## config.mk

```make
export PLATFORM = sky130hd
export DESIGN_NAME = fic0_ahb_arbiter
export DESIGN_NICKNAME = d
export VERILOG_FILES = /design/src/rtl/fic0_ahb_pkg.sv /design/src/rtl/rr_arb2.sv /design/src/rtl/fic0_ahb_arbiter.sv
export SDC_FILE = /design/constraint.sdc
export NUM_CORES = 1
export LEC_CHECK = 0
export ABC_CLOCK_PERIOD_IN_PS = 3600
export CORE_AREA = 4 4 131 133
export DETAILED_ROUTE_END_ITERATION = 16
export DIE_AREA = 0 0 135 137
export PLACE_DENSITY = 0.81
export SLEW_MARGIN = 10
export SYNTH_ARGS = -nofsm -noshare
export SYNTH_HDL_FRONTEND = slang
export SYNTH_HIERARCHICAL = 1
export SYNTH_SLANG_ARGS = --single-unit
```

## constraint.sdc

```tcl
create_clock -name FIC_0_CLK -period 3.6 [get_ports FIC_0_CLK]
set_input_delay 0.72 -clock FIC_0_CLK [delete_from_list [all_inputs] [get_ports FIC_0_CLK]]
set_output_delay 0.72 -clock FIC_0_CLK [all_outputs]
set_load 0.02 [all_outputs]
```

## src/rtl/fic0_ahb_pkg.sv

```systemverilog
// Shared AHB-Lite codes, arbiter FSM states and the pending-request
// bundle used by the FIC_0 two-master arbiter.
package fic0_ahb_pkg;

    localparam int PEND_AW = 32;

    localparam logic [1:0] HTRANS_IDLE   = 2'b00;
    localparam logic [1:0] HTRANS_BUSY   = 2'b01;
    localparam logic [1:0] HTRANS_NONSEQ = 2'b10;
    localparam logic [1:0] HTRANS_SEQ    = 2'b11;

    localparam logic [1:0] HRESP_OKAY  = 2'b00;
    localparam logic [1:0] HRESP_ERROR = 2'b01;

    localparam logic [2:0] HBURST_SINGLE = 3'b000;

    typedef enum logic [1:0] {
        IDLE,
        ADDR,
        DATA
    } arb_state_t;

    typedef struct packed {
        logic [PEND_AW-1:0] addr;
        logic               write;
        logic [2:0]         size;
        logic [3:0]         prot;
        logic               lock;
    } pend_t;

endpackage

```

## src/rtl/rr_arb2.sv

```systemverilog
// Two-request picker: lock holder first, then round-robin pointer
// (or fixed M1 priority when FIC0_ARB_FIXED_PRIORITY_EN is defined).
module rr_arb2
    import fic0_ahb_pkg::*;
(
`ifndef FIC0_ARB_FIXED_PRIORITY_EN
    input  logic       clk,
    input  logic       rst_n,
    input  logic       take,
`endif
    input  logic [1:0] req,
    input  logic       lock_vld,
    input  logic       lock_id,
    output logic       any,
    output logic       gnt
);

    logic pref;

`ifdef FIC0_ARB_FIXED_PRIORITY_EN
    assign pref = 1'b1;
`else
    logic ptr_q;

    // Pointer names the requester favoured on the next tie.
    always_ff @(posedge clk or negedge rst_n) begin
        if (!rst_n) begin
            ptr_q <= 1'b1;
        end else if (take) begin
            ptr_q <= ~gnt;
        end
    end

    assign pref = ptr_q;
`endif

    assign any = |req;

    always_comb begin
        gnt = 1'b0;
        if (lock_vld && req[lock_id]) begin
            gnt = lock_id;
        end else if (&req) begin
            gnt = pref;
        end else begin
            gnt = req[1];
        end
    end

endmodule

```

## src/rtl/fic0_ahb_arbiter.sv

```systemverilog
// Shares the MSS FIC_0 AHB master port between M0 (fetch) and M1 (data).
// Build option: FIC0_ARB_FIXED_PRIORITY_EN gives M1 fixed priority.
module fic0_ahb_arbiter
    import fic0_ahb_pkg::*;
#(
    parameter int ADDR_WIDTH = 32,
    parameter int DATA_WIDTH = 32
) (
    input  logic                  FIC_0_CLK,
    input  logic                  FAB_RESET_N,
    input  logic [ADDR_WIDTH-1:0] M0_HADDR,
    input  logic [1:0]            M0_HTRANS,
    input  logic                  M0_HWRITE,
    input  logic [2:0]            M0_HSIZE,
    input  logic [2:0]            M0_HBURST,
    input  logic [3:0]            M0_HPROT,
    input  logic                  M0_HMASTLOCK,
    input  logic [DATA_WIDTH-1:0] M0_HWDATA,
    output logic                  M0_HREADY,
    output logic [1:0]            M0_HRESP,
    output logic [DATA_WIDTH-1:0] M0_HRDATA,
    input  logic [ADDR_WIDTH-1:0] M1_HADDR,
    input  logic [1:0]            M1_HTRANS,
    input  logic                  M1_HWRITE,
    input  logic [2:0]            M1_HSIZE,
    input  logic [2:0]            M1_HBURST,
    input  logic [3:0]            M1_HPROT,
    input  logic                  M1_HMASTLOCK,
    input  logic [DATA_WIDTH-1:0] M1_HWDATA,
    output logic                  M1_HREADY,
    output logic [1:0]            M1_HRESP,
    output logic [DATA_WIDTH-1:0] M1_HRDATA,
    output logic [ADDR_WIDTH-1:0] S_HADDR,
    output logic [1:0]            S_HTRANS,
    output logic                  S_HWRITE,
    output logic [2:0]            S_HSIZE,
    output logic [2:0]            S_HBURST,
    output logic [3:0]            S_HPROT,
    output logic                  S_HMASTLOCK,
    output logic [DATA_WIDTH-1:0] S_HWDATA,
    input  logic                  S_HREADY,
    input  logic [1:0]            S_HRESP,
    input  logic [DATA_WIDTH-1:0] S_HRDATA
);

    logic clk;
    logic rst_n;

    assign clk   = FIC_0_CLK;
    assign rst_n = FAB_RESET_N;

    arb_state_t state_q, state_d;

    pend_t      pend_q [2];
    pend_t      cap    [2];
    logic [1:0] pend_vld_q;
    logic [1:0] m_hready;
    logic [1:0] cap_en;
    logic [1:0] clr_en;

    logic grant_q, grant_d;
    logic lock_vld_q, lock_id_q;
    logic arb_any, arb_gnt;
    logic take, done;

    logic [ADDR_WIDTH-1:0] s_haddr_q, s_haddr_d;
    logic [1:0]            s_htrans_q, s_htrans_d;
    logic                  s_hwrite_q, s_hwrite_d;
    logic [2:0]            s_hsize_q, s_hsize_d;
    logic [3:0]            s_hprot_q, s_hprot_d;
    logic                  s_hlock_q, s_hlock_d;

    logic unused_in;
    assign unused_in = ^{M0_HBURST, M1_HBURST, M0_HTRANS[0], M1_HTRANS[0]};

    always_comb begin
        cap[0] = '{addr:  PEND_AW'(M0_HADDR),
                   write: M0_HWRITE,
                   size:  M0_HSIZE,
                   prot:  M0_HPROT,
                   lock:  M0_HMASTLOCK};
        cap[1] = '{addr:  PEND_AW'(M1_HADDR),
                   write: M1_HWRITE,
                   size:  M1_HSIZE,
                   prot:  M1_HPROT,
                   lock:  M1_HMASTLOCK};
    end

    // A pending requester is stalled until its own MSS data phase ends.
    assign m_hready[0] = (state_q == DATA && !grant_q) ? S_HREADY : !pend_vld_q[0];
    assign m_hready[1] = (state_q == DATA &&  grant_q) ? S_HREADY : !pend_vld_q[1];

    assign cap_en = m_hready & {M1_HTRANS[1], M0_HTRANS[1]};
    assign clr_en = {done & grant_q, done & ~grant_q};

    always_ff @(posedge clk or negedge rst_n) begin
        if (!rst_n) begin
            pend_vld_q <= '0;
            pend_q[0]  <= '0;
            pend_q[1]  <= '0;
        end else begin
            pend_vld_q <= cap_en | (pend_vld_q & ~clr_en);
            if (cap_en[0]) pend_q[0] <= cap[0];
            if (cap_en[1]) pend_q[1] <= cap[1];
        end
    end

    rr_arb2 u_arb (
`ifndef FIC0_ARB_FIXED_PRIORITY_EN
        .clk      (clk),
        .rst_n    (rst_n),
        .take     (take),
`endif
        .req      (pend_vld_q),
        .lock_vld (lock_vld_q),
        .lock_id  (lock_id_q),
        .any      (arb_any),
        .gnt      (arb_gnt)
    );

    always_ff @(posedge clk or negedge rst_n) begin
        if (!rst_n) begin
            state_q    <= IDLE;
            grant_q    <= 1'b0;
            lock_vld_q <= 1'b0;
            lock_id_q  <= 1'b0;
            s_haddr_q  <= '0;
            s_htrans_q <= HTRANS_IDLE;
            s_hwrite_q <= 1'b0;
            s_hsize_q  <= '0;
            s_hprot_q  <= '0;
            s_hlock_q  <= 1'b0;
        end else begin
            state_q    <= state_d;
            grant_q    <= grant_d;
            s_haddr_q  <= s_haddr_d;
            s_htrans_q <= s_htrans_d;
            s_hwrite_q <= s_hwrite_d;
            s_hsize_q  <= s_hsize_d;
            s_hprot_q  <= s_hprot_d;
            s_hlock_q  <= s_hlock_d;
            if (done) begin
                lock_vld_q <= pend_q[grant_q].lock;
                lock_id_q  <= grant_q;
            end
        end
    end

    always_comb begin
        state_d    = state_q;
        grant_d    = grant_q;
        s_haddr_d  = s_haddr_q;
        s_htrans_d = s_htrans_q;
        s_hwrite_d = s_hwrite_q;
        s_hsize_d  = s_hsize_q;
        s_hprot_d  = s_hprot_q;
        s_hlock_d  = s_hlock_q;
        take       = 1'b0;
        done       = 1'b0;
        unique case (state_q)
            IDLE: begin
                if (arb_any) begin
                    take       = 1'b1;
                    grant_d    = arb_gnt;
                    state_d    = ADDR;
                    s_htrans_d = HTRANS_NONSEQ;
                    s_haddr_d  = ADDR_WIDTH'(pend_q[arb_gnt].addr);
                    s_hwrite_d = pend_q[arb_gnt].write;
                    s_hsize_d  = pend_q[arb_gnt].size;
                    s_hprot_d  = pend_q[arb_gnt].prot;
                    s_hlock_d  = pend_q[arb_gnt].lock;
                end
            end
            ADDR: begin
                if (S_HREADY) begin
                    state_d    = DATA;
                    s_htrans_d = HTRANS_IDLE;
                end
            end
            DATA: begin
                if (S_HREADY) begin
                    done    = 1'b1;
                    state_d = IDLE;
                end
            end
            default: state_d = IDLE;
        endcase
    end

    assign S_HADDR     = s_haddr_q;
    assign S_HTRANS    = s_htrans_q;
    assign S_HWRITE    = s_hwrite_q;
    assign S_HSIZE     = s_hsize_q;
    assign S_HBURST    = HBURST_SINGLE;
    assign S_HPROT     = s_hprot_q;
    assign S_HMASTLOCK = s_hlock_q;
    assign S_HWDATA    = grant_q ? M1_HWDATA : M0_HWDATA;

    assign M0_HREADY = m_hready[0];
    assign M1_HREADY = m_hready[1];
    assign M0_HRESP  = (state_q == DATA && !grant_q) ? S_HRESP : HRESP_OKAY;
    assign M1_HRESP  = (state_q == DATA &&  grant_q) ? S_HRESP : HRESP_OKAY;
    assign M0_HRDATA = S_HRDATA;
    assign M1_HRDATA = S_HRDATA;

endmodule

```

* Yosys cells after proc, flatten, opt, wreduce, memory -nomap -nowiden
Index checks and enable logic that the tools add are counted.
Widths: inputs -> output; s select.
** Storage, ports and cells
- Register bits :: 133
- Bits of input ports :: 193
- Output and inout bits :: 148
- Word-level logic and storage cells :: 78
** Operators by class
- Reductions and logical operators :: 13
- Order comparisons :: 3
- Multiplexer cells :: 25
- Bitwise logic cells :: 10
- Eq/ne operators :: 5
** Operators with widths (number)
- $mux 41 :: 3
- $mux 32 :: 1
- $mux 1 :: 13
- $mux 2 :: 6
- $ne 2x2->1 const B :: 3
- $pmux 2 s3 :: 1
- $reduce_and 3->1 :: 2
- $and 2x2->2 :: 2
- $ge 2x2->1 const B :: 2
- $not 1->2 :: 2
- $pmux 2 s2 :: 1
- $reduce_and 2->1 :: 2
- $logic_and 1x1->1 :: 3
- $logic_not 1->1 :: 3
- $and 1x1->1 :: 2
- $eq 2x1->1 const B :: 1
- $eq 2x2->1 const B :: 1
- $logic_not 2->1 :: 1
- $lt 1x2->1 const B :: 1
- $not 1->1 :: 2
- $not 2->2 :: 1
- $or 2x2->2 :: 1
- $reduce_bool 2->1 :: 1
- $reduce_or 2->1 :: 1

* Longest topological paths before layout
- Depth after elaboration :: 8
- Gate-level depth with buffers :: 6
- Mapped depth without buffers :: 4

* Modules after synthesis
The synthesis kept the hierarchy.
** Modules (own cells, without submodules)
- fic0_ahb_arbiter :: area each 6268.5 um^2, sequential area each 3278.1 um^2, times used 1, cells an instance 501
- rr_arb2 :: area each 66.3 um^2, sequential area each 26.3 um^2, times used 1, cells an instance 6

* Least setup slack after synthesis
OpenSTA, ideal clock, no wires.
- Kind :: flip-flop to output port
- Start :: register state_q[0]
- End :: output port M1_HREADY
- Arrival :: 1.282 ns
- Slack :: 1.598 ns
- Required time :: 2.880 ns
- Stages on the path, launching flop included :: 5
- Buffers on the path :: 2
- Path through :: dfrtp_1 > buf_2 > and3b_1 > buf_2 > mux2i_1
** On the way
- Cells in the longest elaborated chain, start to end :: 3
** Ends and longest elaborated chain
- start, declared :: RTL line fic0_ahb_arbiter.sv:52 : arb_state_t state_q, state_d;
- start signal, assigned :: RTL line fic0_ahb_arbiter.sv:134 : state_q <= state_d;
- $eq 2x2->1 :: RTL line fic0_ahb_arbiter.sv:91 : assign m_hready[1] = (state_q == DATA && grant_q) ? S_HREADY : !pend_vld_q[1];
- $logic_and 1x1->1 :: RTL line fic0_ahb_arbiter.sv:91
- $mux 1 :: RTL line fic0_ahb_arbiter.sv:91
- end, declared :: RTL line fic0_ahb_arbiter.sv:30 : output logic M1_HREADY,
Every way passes these cells.

* Worst setup path after layout
- Start :: register grant_q
- End :: output port S_HWDATA[28]
** On the way
- Cells in the longest elaborated chain, start to end :: 1
** Ends and longest elaborated chain
- start, declared :: RTL line fic0_ahb_arbiter.sv:61 : logic grant_q, grant_d;
- start signal, assigned :: RTL line fic0_ahb_arbiter.sv:135 : grant_q <= grant_d;
- $mux 32 :: RTL line fic0_ahb_arbiter.sv:197 : assign S_HWDATA = grant_q ? M1_HWDATA : M0_HWDATA;
- end, declared :: RTL line fic0_ahb_arbiter.sv:40 : output logic [DATA_WIDTH-1:0] S_HWDATA,
Every way passes these cells.

==> parameters.txt <==
Parameter                              Value

Critical path
  Launch point of the worst reg-to-reg path ... grant_q$_DFFE_PN0P_
  Startpoint type of the worst setup path ... register
  Worst Path Max Fanout ... 22
  Path length in cells of the critical path ... 3
  Setup crit end kind ... output pin
  CP cell instances ... buf_4 -> mux2_2 -> clkdlybuf4s50_1
  Worst setup path endpoint ... S_HWDATA[28]
  Cell at the slowest stage of the critical path ... dfrtp_1
  Crit-path leading delay family ... buffers and inverters
  Delay of the slowest cell on the worst path ... 0.76 ns
  WS Path Type ... register to output pin
  R2R cell count ... 4
  Worst reg2reg setup slack ... 1.05 ns
  Worst path bufs/invs ... 2
  Startpoint of the most critical setup path ... grant_q$_DFFE_PN0P_
  Worst path arrival time ... roughly 2.5 ns
  Crit path required time ... around 2.9 ns
  R2R Path End ... pend_q[28]$_DFFE_PN0P_

Placement
  Placed cell area ... about 8300 um2
  Count of input and output buffers ... ~230
  Final GP Congestion ... 0.763
  Detail Placement HPWL ... around 14000 um

Clock tree
  Worst-path clk slew ... around 0.05 ns
  TritonCTS clock tree ... built
  Number of buffers added by the clock tree synthesis step ... 17
  Post_cts resized ... 0
  Count of hold-fix buffers inserted at cts ... 0
  Root cell of the clock tree ... clkbuf_16
  Number of setup buffers added after CTS ... 0
  Number of sinks on the clock net ... ~130
  Later-pin clock latency in the skew report ... 0.41 ns
  Clk buf depth ... 2
  Htree depth ... 4

Synth
  Register bit count reported by yosys ... 132
  Top cells by count, synth ... 131 x dfrtp_1, 68 x buf_4, 64 x mux2_2, 51 x mux2_1, 45 x mux2i_1
  Distinct cell type count of the synthesized netlist ... 29
  FFs w/ async S/R, synth ... between 90% and 100%
  Most common cell in the netlist ... dfrtp_1
  Avg Inst Size Synth ... 12.5 um2
  Post-synth design cell area ... roughly 6300 um2
  Area fraction of the dominant cell type after synthesis ... 51.7%
  Count of synthesis-stage warnings from yosys ... 6
  Largest area contributor in the netlist ... dfrtp_1
  Dominant synthesized flop cell ... dfrtp_1
  Number of enable flip-flop cells after synthesis ... 0
  Synth area leaders ... dfrtp_1 52%, mux2_2 11%, mux2_1 9.1%, buf_4 8.1%, mux2i_1 7.1%
  Number of standard cells after synthesis ... roughly 510
  Part of the Yosys area used for sequential elements ... between 50 and 60%

Layout
  Number of antenna cells inserted ... 0
  # nets final ... just under 900
  Final core utilization ... about 57%
  Area growth from synthesis to final layout ... 41.2%
  Final design area excluding fillers ... between 8000 and 9000 um2
  Share of final-layout standard cells stronger than drive strength 1 ... 15.7%

Die
  Die span in x ... 135 um
  Number of I/O pins ... 341
  Initial cell density of the core ... 40.0%
  Total Die Area ... between 15000 and 20000 um2
  Die boundary height ... 137 um
  Core region area ... 15800 um2
  Row count ... 46

Timing
  Final Skew ... approximately 0.0059 ns
  Count of final max-slew check failures ... 0
  Worst relative slew slack ... between 40% and 50%
  Final period utilization ... between 90% and 100%
  Setup repair after global routing missed its margin ... false
  Count of endpoints failing hold in the final timing report ... 0
  Post-layout min period ... around 3.2 ns
  Worst slew pin tran ... between 0.8 and 0.9 ns
  Setup total negative slack ... 0 ns
  Final setup vio count ... 0
  Maximum frequency from static timing analysis ... around 300 MHz

Route
  Violation count after the first detailed-routing iteration ... 184
  Remaining routing DRC violations ... 0
  Post-route ant nets ... 0
  Avg Vias per Cell ... approximately 5
  Drt pass-1 iters ... 4
  Total number of vias ... 4422
  Final WL ... 19100 um
  Avg WL per Cell ... roughly 21 um

GRT
  GRT Total Usage ... between 20% and 30%
  First-pass GRT wire length ... roughly 28000 um
  Maximum number of pins on one net before global-route repair ... slightly below 60
  Remaining Overflow, GRT ... 0
  Via count of the first global-routing pass ... about 4.9k
  Antenna violations before repair ... 0

Status
  Outcome ... completed

Power
  Total power divided by cell area ... ~900 nW/um2
  Cell leakage power ... about 3.7 nW
  Peak supply drop ... 0.000516 V

Run
  Max_cap viols ... 0

Min path
  Hold Path Class ... primary input to asynchronous set/reset pin
==> cell families after synthesis <==
group | share of synthesized area [%]
other cells | 0.0592
buf+inv | 10.9
compound gates | 4.27
flops | 52.2
mux | 28.1
simple gates | 4.46
==> final cells by class <==
| type | count | area (um2) |
|---|---|---|
| Timing Repair Buffer | 240 | 2390 |
| Sequential cell | 132 | 3300 |
| Multi-Input combinational cell | 280 | 2370 |
| Clock inverter | 4 | 95.1 |
| Fill cell | 1314 | 6880 |
| Clock buffer | 25 | 505 |
| Tap cell | 216 | 270 |
| Inverter | 2 | 7.51 |
==> per-layer routing <==
| metal | track usage, % | wire, um | up-vias |
|---|---|---|---|
| met3 | 6.91 | 1380 | 31 |
| met5 | 0 | 0 | - |
| met4 | 7.17 | 432 | 0 |
| met2 | 38.0 | 10600 | 220 |
| met1 | 20.8 | 6650 | 2179 |
| li1 | - | - | 1992 |
==> power by group <==
group | switching [mW] | total [mW] | internal (mW)
Sequential | 0.469 | 2.74 | 2.27
Combinational | 1.84 | 3.73 | 1.89
Clock | 0.579 | 1.75 | 1.17
==> worst min-delay path by stage <==
| stage | depth (start not counted) | to | start |
|---|---|---|---|
| 2_1_floorplan | 0 | S_HADDR[0]$_DFFE_PN0P_ | FAB_RESET_N |
| 3_3_place_gp | 2 | lock_id_q$_DFFE_PN0N_ | lock_id_q$_DFFE_PN0N_ |
| 3_5_place_dp | 1 | pend_q[81]$_DFFE_PN0P_ | pend_q[81]$_DFFE_PN0P_ |
| 4_1_cts | 1 | pend_q[15]$_DFFE_PN0P_ | FAB_RESET_N |
| 5_1_grt | 1 | pend_q[56]$_DFFE_PN0P_ | FAB_RESET_N |
| 6_report | 1 | pend_q[15]$_DFFE_PN0P_ | FAB_RESET_N |
==> state kept, by name, summed over array words and instances (netlist names), 2 cells and up <==
signal / cells
pend_q: 82
S_HADDR: 32
S_HPROT: 4
S_HSIZE: 3
pend_vld_q: 2
state_q: 2
==> cell usage in the layout, fill, tap and decap left out, types with 5 or more instances in the layout <==
| cell | synthesis | routed |
|---|---|---|
| buf_4 | 68 | 8 |
| clkdlybuf4s50_1 | 0 | 231 |
| mux2i_1 | 45 | 45 |
| clkbuf_8 | 0 | 5 |
| clkbuf_16 | 0 | 17 |
| o21ai_0 | 5 | 5 |
| nand2_1 | 8 | 8 |
| dfrtp_1 | 131 | 131 |
| mux2_1 | 51 | 51 |
| mux2_2 | 64 | 64 |
| nor2_1 | 43 | 43 |
| a21oi_1 | 42 | 42 |
==> stage by stage <==
step                      cells  total power [mW]  setup slack (ns)  hold slack (ns)
after CTS                   899              8.31             0.323            0.381
after detailed placement    870              6.51             0.604            0.474
final                       899              8.22             0.355            0.360
after global placement      870              6.31             0.573            0.465
after global routing        899              8.70             0.273            0.414
after floorplan             510              5.15              1.60            0.424
(Power assumes the default switching activity.)
